--- config.mk ---
export PLATFORM = sky130hd
export DESIGN_NAME = stage_if_prefetch
export DESIGN_NICKNAME = d
export VERILOG_FILES = /design/src/rtl/cpu_pkg.sv /design/src/rtl/sync_fifo.sv /design/src/rtl/stage_if_prefetch.sv
export SDC_FILE = /design/constraint.sdc
export NUM_CORES = 1
export LEC_CHECK = 0
export BUFFER_PORTS_ARGS = -buffer_cell sky130_fd_sc_hd__buf_2
export CORE_MARGIN = 3
export CORE_UTILIZATION = 40
export DETAILED_ROUTE_END_ITERATION = 6
export SLEW_MARGIN = 20
export SYNTH_ARGS = -nofsm -noshare
export SYNTH_HDL_FRONTEND = slang
export SYNTH_SLANG_ARGS = --single-unit
--- constraint.sdc ---
create_clock -name clk -period 2.9 [get_ports clk]
set_clock_uncertainty 0.05 [all_clocks]
set_input_delay 0.29 -clock clk [delete_from_list [all_inputs] [get_ports clk]]
set_output_delay 0.29 -clock clk [all_outputs]
set_load 0.03 [all_outputs]
--- src/rtl/cpu_pkg.sv ---
// Shared definitions for the pipeline stages: FSM state encodings and the
// canonical no-op instruction.
package cpu_pkg;

    localparam int STATE_W = 3;

    typedef logic [STATE_W-1:0] fetch_state_t;

    // One-hot, same style as the other pipeline stage FSMs
    localparam fetch_state_t S_IF   = 3'b001;
    localparam fetch_state_t S_IW   = 3'b010;
    localparam fetch_state_t S_DROP = 3'b100;

    // addi x0, x0, 0
    localparam logic [31:0] INST_NOP = 32'h0000_0013;

endpackage

--- src/rtl/sync_fifo.sv ---
// Small synchronous FIFO with registered storage and a single-cycle flush.
// Head data is read straight from the storage array (no bypass).
module sync_fifo #(
    parameter  int WIDTH = 8,
    parameter  int DEPTH = 4,
    localparam int CNT_W = $clog2(DEPTH + 1),
    localparam int PTR_W = $clog2(DEPTH)
) (
    input  logic             clk,
    input  logic             rst,
    input  logic             push,
    input  logic [WIDTH-1:0] push_data,
    input  logic             pop,
    input  logic             flush,
    output logic [WIDTH-1:0] head_data,
    output logic [CNT_W-1:0] count
);

    logic [WIDTH-1:0] mem [DEPTH];
    logic [PTR_W-1:0] rd_ptr;
    logic [PTR_W-1:0] wr_ptr;
    logic             do_push;
    logic             do_pop;

    // Flush wins over both push and pop in the same cycle
    assign do_push = push && !flush && (count != CNT_W'(DEPTH));
    assign do_pop  = pop  && !flush && (count != '0);

    always_ff @(posedge clk) begin
        if (rst || flush) begin
            rd_ptr <= '0;
            wr_ptr <= '0;
            count  <= '0;
        end else begin
            if (do_push) wr_ptr <= wr_ptr + PTR_W'(1);
            if (do_pop)  rd_ptr <= rd_ptr + PTR_W'(1);
            case ({do_push, do_pop})
                2'b10:   count <= count + CNT_W'(1);
                2'b01:   count <= count - CNT_W'(1);
                default: count <= count;
            endcase
        end
    end

    always_ff @(posedge clk) begin
        if (do_push) mem[wr_ptr] <= push_data;
    end

    assign head_data = mem[rd_ptr];

endmodule

--- src/rtl/stage_if_prefetch.sv ---
// Instruction-fetch stage: sequential prefetch into a small FIFO, valid/ready
// output towards decode, and a single-cycle redirect for branches and traps.
module stage_if_prefetch
    import cpu_pkg::*;
#(
    parameter int                ADDR_W   = 32,
    parameter int                INST_W   = 32,
    parameter int                DEPTH    = 4,
    parameter logic [ADDR_W-1:0] RESET_PC = '0
) (
    input  logic                clk,
    input  logic                rst,
    output logic [ADDR_W-1:0]   PC,
    output logic                Inst_Req_Valid,
    input  logic                Inst_Req_Ready,
    input  logic [INST_W-1:0]   Instruction,
    input  logic                Inst_Valid,
    output logic                Inst_Ready,
    output logic [INST_W-1:0]   IR,
    output logic [ADDR_W-1:0]   IR_PC,
    output logic                Out_Valid,
    input  logic                Out_Ready,
    input  logic                Redirect_Valid,
    input  logic [ADDR_W-1:0]   Redirect_PC,
    output logic [STATE_W-1:0]  fsm_state
);

    // Handshakes: a transfer happens on a rising edge where valid && ready.
    // A raised valid holds with stable payload until accepted; only a
    // redirect (or reset) may withdraw Inst_Req_Valid.

    localparam int CNT_W = $clog2(DEPTH + 1);
    localparam int FW    = INST_W + ADDR_W;

    fetch_state_t      state;
    fetch_state_t      state_next;
    logic [ADDR_W-1:0] req_pc;
    logic [CNT_W-1:0]  count;
    logic [FW-1:0]     head;
    logic              has_room;
    logic              req_fire;
    logic              push;
    logic              pop;
    logic              unused_redirect_bits;

    // Room is checked at issue, so the slot for the response is reserved
    assign has_room = count < CNT_W'(DEPTH);
    assign req_fire = Inst_Req_Valid && Inst_Req_Ready;
    assign push     = (state == S_IW) && Inst_Valid && !Redirect_Valid;
    assign pop      = Out_Valid && Out_Ready;

    assign unused_redirect_bits = ^Redirect_PC[1:0];

    always_ff @(posedge clk) begin
        if (rst) state <= S_IF;
        else     state <= state_next;
    end

    always_comb begin
        state_next = state;
        case (state)
            S_IF: begin
                if (req_fire) state_next = S_IW;
            end
            S_IW: begin
                if (Inst_Valid)          state_next = S_IF;
                else if (Redirect_Valid) state_next = S_DROP;
            end
            S_DROP: begin
                if (Inst_Valid) state_next = S_IF;
            end
            default: state_next = S_IF;
        endcase
    end

    always_comb begin
        Inst_Req_Valid = 1'b0;
        Inst_Ready     = 1'b0;
        case (state)
            S_IF:        Inst_Req_Valid = has_room && !Redirect_Valid && !rst;
            S_IW, S_DROP: Inst_Ready    = 1'b1;
            default:     ;
        endcase
    end

    always_ff @(posedge clk) begin
        if (rst)                 PC <= RESET_PC;
        else if (Redirect_Valid) PC <= {Redirect_PC[ADDR_W-1:2], 2'b00};
        else if (req_fire)       PC <= PC + ADDR_W'(4);
    end

    always_ff @(posedge clk) begin
        if (rst)           req_pc <= RESET_PC;
        else if (req_fire) req_pc <= PC;
    end

    sync_fifo #(
        .WIDTH (FW),
        .DEPTH (DEPTH)
    ) u_fifo (
        .clk       (clk),
        .rst       (rst),
        .push      (push),
        .push_data ({Instruction, req_pc}),
        .pop       (pop),
        .flush     (Redirect_Valid),
        .head_data (head),
        .count     (count)
    );

    assign Out_Valid = (count != '0);
    assign IR        = Out_Valid ? head[FW-1:ADDR_W] : INST_W'(INST_NOP);
    assign IR_PC     = head[ADDR_W-1:0];
    assign fsm_state = state;

endmodule

==> impl_metrics.csv <==
group,metric,value,unit
pwr,irDropWorstVdd,0.000319,V
timing,slew-limit-headroom,53.6,%
pwr,combinationalPowerShare,3.7,%
setup_path,slowest_stage,"dfxtp_4",
drt,num_vias,7528,
timing,drv_slew,0,
timing,hold_viol_final,0,
cells_and_area,design_area,15700,sq um
drt,first_pass_iters,5,
die,die_area,33800,sq um
die,ioPinCount,172,
die,die_y,184,um
setup_path,startpoint_type,"register",
setup_path,critPathBufInv,2,
timing,worstMarginPinSlew,0.696,ns
timing,holdWs,0.0216,ns
die,initial_core_util,41.0,%
global_route,grt_use_met3,4.00,%
pwr,p_leak,5.33,nW
pwr,p_seq_share,51.8,%
drt,wl_per_cell,19.0,um
synth,synthDistinctLibCells,49,
pwr,power.switching,1.96,mW
synth,ys_seq_area_share,70.3,%
timing,finalCritPeriodShare,90.7,%
clock_network,cts_root_buffer,"clkbuf_16",
global_route,grt_antenna_before_repair,1,
die,coreArea,30800,sq um
setup_path,r2r-end,"PC[31]$_SDFFE_PP0P_",
setup_path,r2r_setup_slack,0.54,ns
die,num_rows,64,
global_route,overflow,0,
global_route,use_met1,23.2,%
clock_network,clk_latency,0.50,ns
synth,ys_top_cells_by_count,"edfxtp_1, nand2_1, dfxtp_1",
global_route,grt_use_met2,26.3,%
setup_path,path_delay_family,"flip-flops",
drt,post-route-drc-count,0,
synth,synth_area_leaders,"edfxtp_1, dfxtp_1, mux4_2, nand2_1, a21oi_1",
cells_and_area,fin_cells,1467,
clock_network,ctsLongestPathBuffers,3,
drt,routed_wl,27800,um
setup_path,crit_type,"reg -> out",
drt,ant_nets,0,
setup_path,crit_cells,4,
placed_design,port_buffers,165,
clock_network,cts-buffers-inserted,35,
synth,synth-edff-count,248,
worst_hold_path,holdCritPathClass,"in -> reg",
die,die_x,184,um
setup_path,crit_fanout,29,
placed_design,gp_congestion,0.822,
pwr,power_density,614,nW/um^2
global_route,top_usage_layer,"met2",
timing,setup_tns,0,ns
placed_design,place_ws,0.541,ns
synth,yosysTopAreaCellShare,58.9,%
cells_and_area,insertedDiodeCount,0,
timing,max_freq,380,MHz
timing,rsz0062_at_grt,"no",
setup_path,path_cells,"buf_12 > mux4_2 > nor2b_1 > buf_2",
placed_design,placedCellCount,1362,
clock_network,cts.sinks,320,
setup_path,timing.rr.start,"u_fifo.count[2]$_SDFFE_PP0P_",
setup_path,reg2regPathDepth,5,
clock_network,tritoncts,"done",
drt,drt_iter0_markers,430,
clock_network,cts_max_level,2,
cells_and_area,finalNetCount,1122,
global_route,grt_pass1_vias,7611,
placed_design,placed_cell_area,14200,sq um
synth,synth_most_common_cell,"edfxtp_1",
setup_path,crit_required,2.56,ns
synth,syn_avg_cell_area,15.6,sq um
synth,yosysWarnings,0,
drt,viasPerCell,5.13,
setup_path,arrival,2.29,ns
setup_path,crit_end,"IR[3]",
clock_network,clk_pin_slew,0.06,ns
synth,syn-cell-area,12600,sq um
global_route,grt_max_degree,64,
run_status,outcome,"finished, final reports clean",
pwr,p_sw_share,20.2,%
setup_path,max_stage_delay,0.57,ns
timing,min_period,2.63,ns
pwr,p_int,7.71,mW
synth,async_flop_share,0,%
synth,synth_top_flop_cell,"edfxtp_1",
setup_path,crit_path_end_kind,"primary output",
synth,synth_top_area_cell,"edfxtp_1",
timing,setup_viol,0,
global_route,grt_pass1_wl,43600,um
synth,syn_inst,811,
clock_network,post_cts_buffers,0,
cells_and_area,drive_gt1_share,30.5,%
run,drv_cap,0,
synth,ys_ff_latch,320,
placed_design,hpwl,18000,um
cells_and_area,syn_to_final_growth,24.5,%
pwr,pwr-share-clk,44.5,%
timing,finalWorstSetupSlack,0.269,ns
global_route,grt_use_total,16.5,%
## layer usage
metal	vias up	part of all wire [%]	wire, um
li1	3552	-	-
met1	3724	45	12500
met2	214	47	13100
met3	36	6.4	1790
met4	2	1.7	463
met5	-	0.025	7
## worst register-to-register path, stage by stage, from the launching register on
cell	delay (ns)
dfxtp_1	0.36
or4_1	0.68
or2_4	0.37
buf_4	0.24
or4_1	0.52
nand3_1	0.09
## state kept, by name (all words and copies together), names as in the netlist, named ones only
| name | cells |
|---|---|
| u_fifo.mem | 248 |
| PC | 30 |
| req_pc | 30 |
| fsm_state | 3 |
| u_fifo.count | 3 |
| u_fifo.rd_ptr | 2 |
| u_fifo.wr_ptr | 2 |
## placed cells by master (no fill, tap or decap), drive strengths merged, types with 2 or more instances in the layout
cell | netlist | final
mux4 | 62 | 62
bufinv | 0 | 3
nand3 | 12 | 12
a32oi | 2 | 2
dfxtp | 72 | 72
inv | 17 | 17
or4 | 2 | 2
o31a | 2 | 2
xor2 | 11 | 11
edfxtp | 248 | 248
mux2 | 2 | 2
or2 | 7 | 7
xnor2 | 7 | 7
nor3 | 9 | 9
o21a | 4 | 4
and2 | 7 | 7
nor3b | 4 | 4
clkinv | 0 | 11
or3 | 3 | 3
and3 | 4 | 4
conb | 1 | 4
nand3b | 5 | 5
clkbuf | 28 | 48
nor4 | 11 | 11
o311ai | 2 | 2
dlygate4sd3 | 0 | 42
nand4 | 14 | 14
o21ai | 12 | 12
mux2i | 5 | 5
nand2 | 87 | 87
nor2 | 30 | 30
o22ai | 3 | 3
nand2b | 3 | 3
ha | 6 | 6
a22oi | 4 | 4
a21oi | 53 | 53
a31oi | 9 | 9
nor2b | 36 | 36
buf | 20 | 200
## cells by family (layout without fill, tap and decap cells)
logic type               after synthesis  in the layout  share of synthesized area [%]
other                                  1              4                         0.0297
flip-flops                           320            320                           70.3
adder cells (fa/ha/maj)                7              7                          0.752
AND/OR/NAND/NOR                      236            236                           9.48
multiplexers                          69             69                           11.6
AO/OA/AOI/OAI                         95             95                           4.32
buffers and inverters                 65            322                           2.23
XOR/XNOR                              18             18                           1.25
## through the flow
stage / total power [mW] / util (%)
after CTS: 9.78 / 51.0
after global placement: 5.41 / 46.0
final: 9.67 / 51.0
after floorplan: 5.27 / -
after detailed placement: 5.41 / 46.0
after global routing: 10.0 / 51.0
## worst min path at each step
| stage | startpoint | end | cells after the start |
|---|---|---|---|
| finish | Redirect_PC[23] | PC[23]$_SDFFE_PP0P_ | 3 |
| global route | Redirect_PC[23] | PC[23]$_SDFFE_PP0P_ | 3 |
| CTS | Redirect_PC[4] | PC[4]$_SDFFE_PP0P_ | 3 |
| detailed placement | req_pc[10]$_SDFFE_PP0P_ | req_pc[10]$_SDFFE_PP0P_ | 2 |
| global placement | req_pc[9]$_SDFFE_PP0P_ | req_pc[9]$_SDFFE_PP0P_ | 2 |
| floorplan | Instruction[0] | u_fifo.mem[0][32]$_DFFE_PP_ | 0 |
## layout make-up
class,instances,area [sq um]
well taps,396,495
fillers,2599,15100
clock buffers,48,977
inverters,17,63.8
clock inverters,15,144
multi-input cells,429,3500
flip-flops and latches,320,8900
repair buffers,242,1660
## what timing repair did
item	CTS	global route
resized for setup	0	0
endpoints found under the hold margin	138	0
hold buffers	42	0
## power groups by stage
stage | clock, mW | sequential, mW | combinational (mW)
2_1_floorplan | 0 | 5.14 | 0.134
5_1_grt | 4.61 | 5.01 | 0.388
4_1_cts | 4.42 | 5.00 | 0.356
6_report | 4.31 | 5.00 | 0.356
3_5_place_dp | 0 | 5.10 | 0.310
3_3_place_gp | 0 | 5.10 | 0.307
Power figures use the tool's default switching activity.
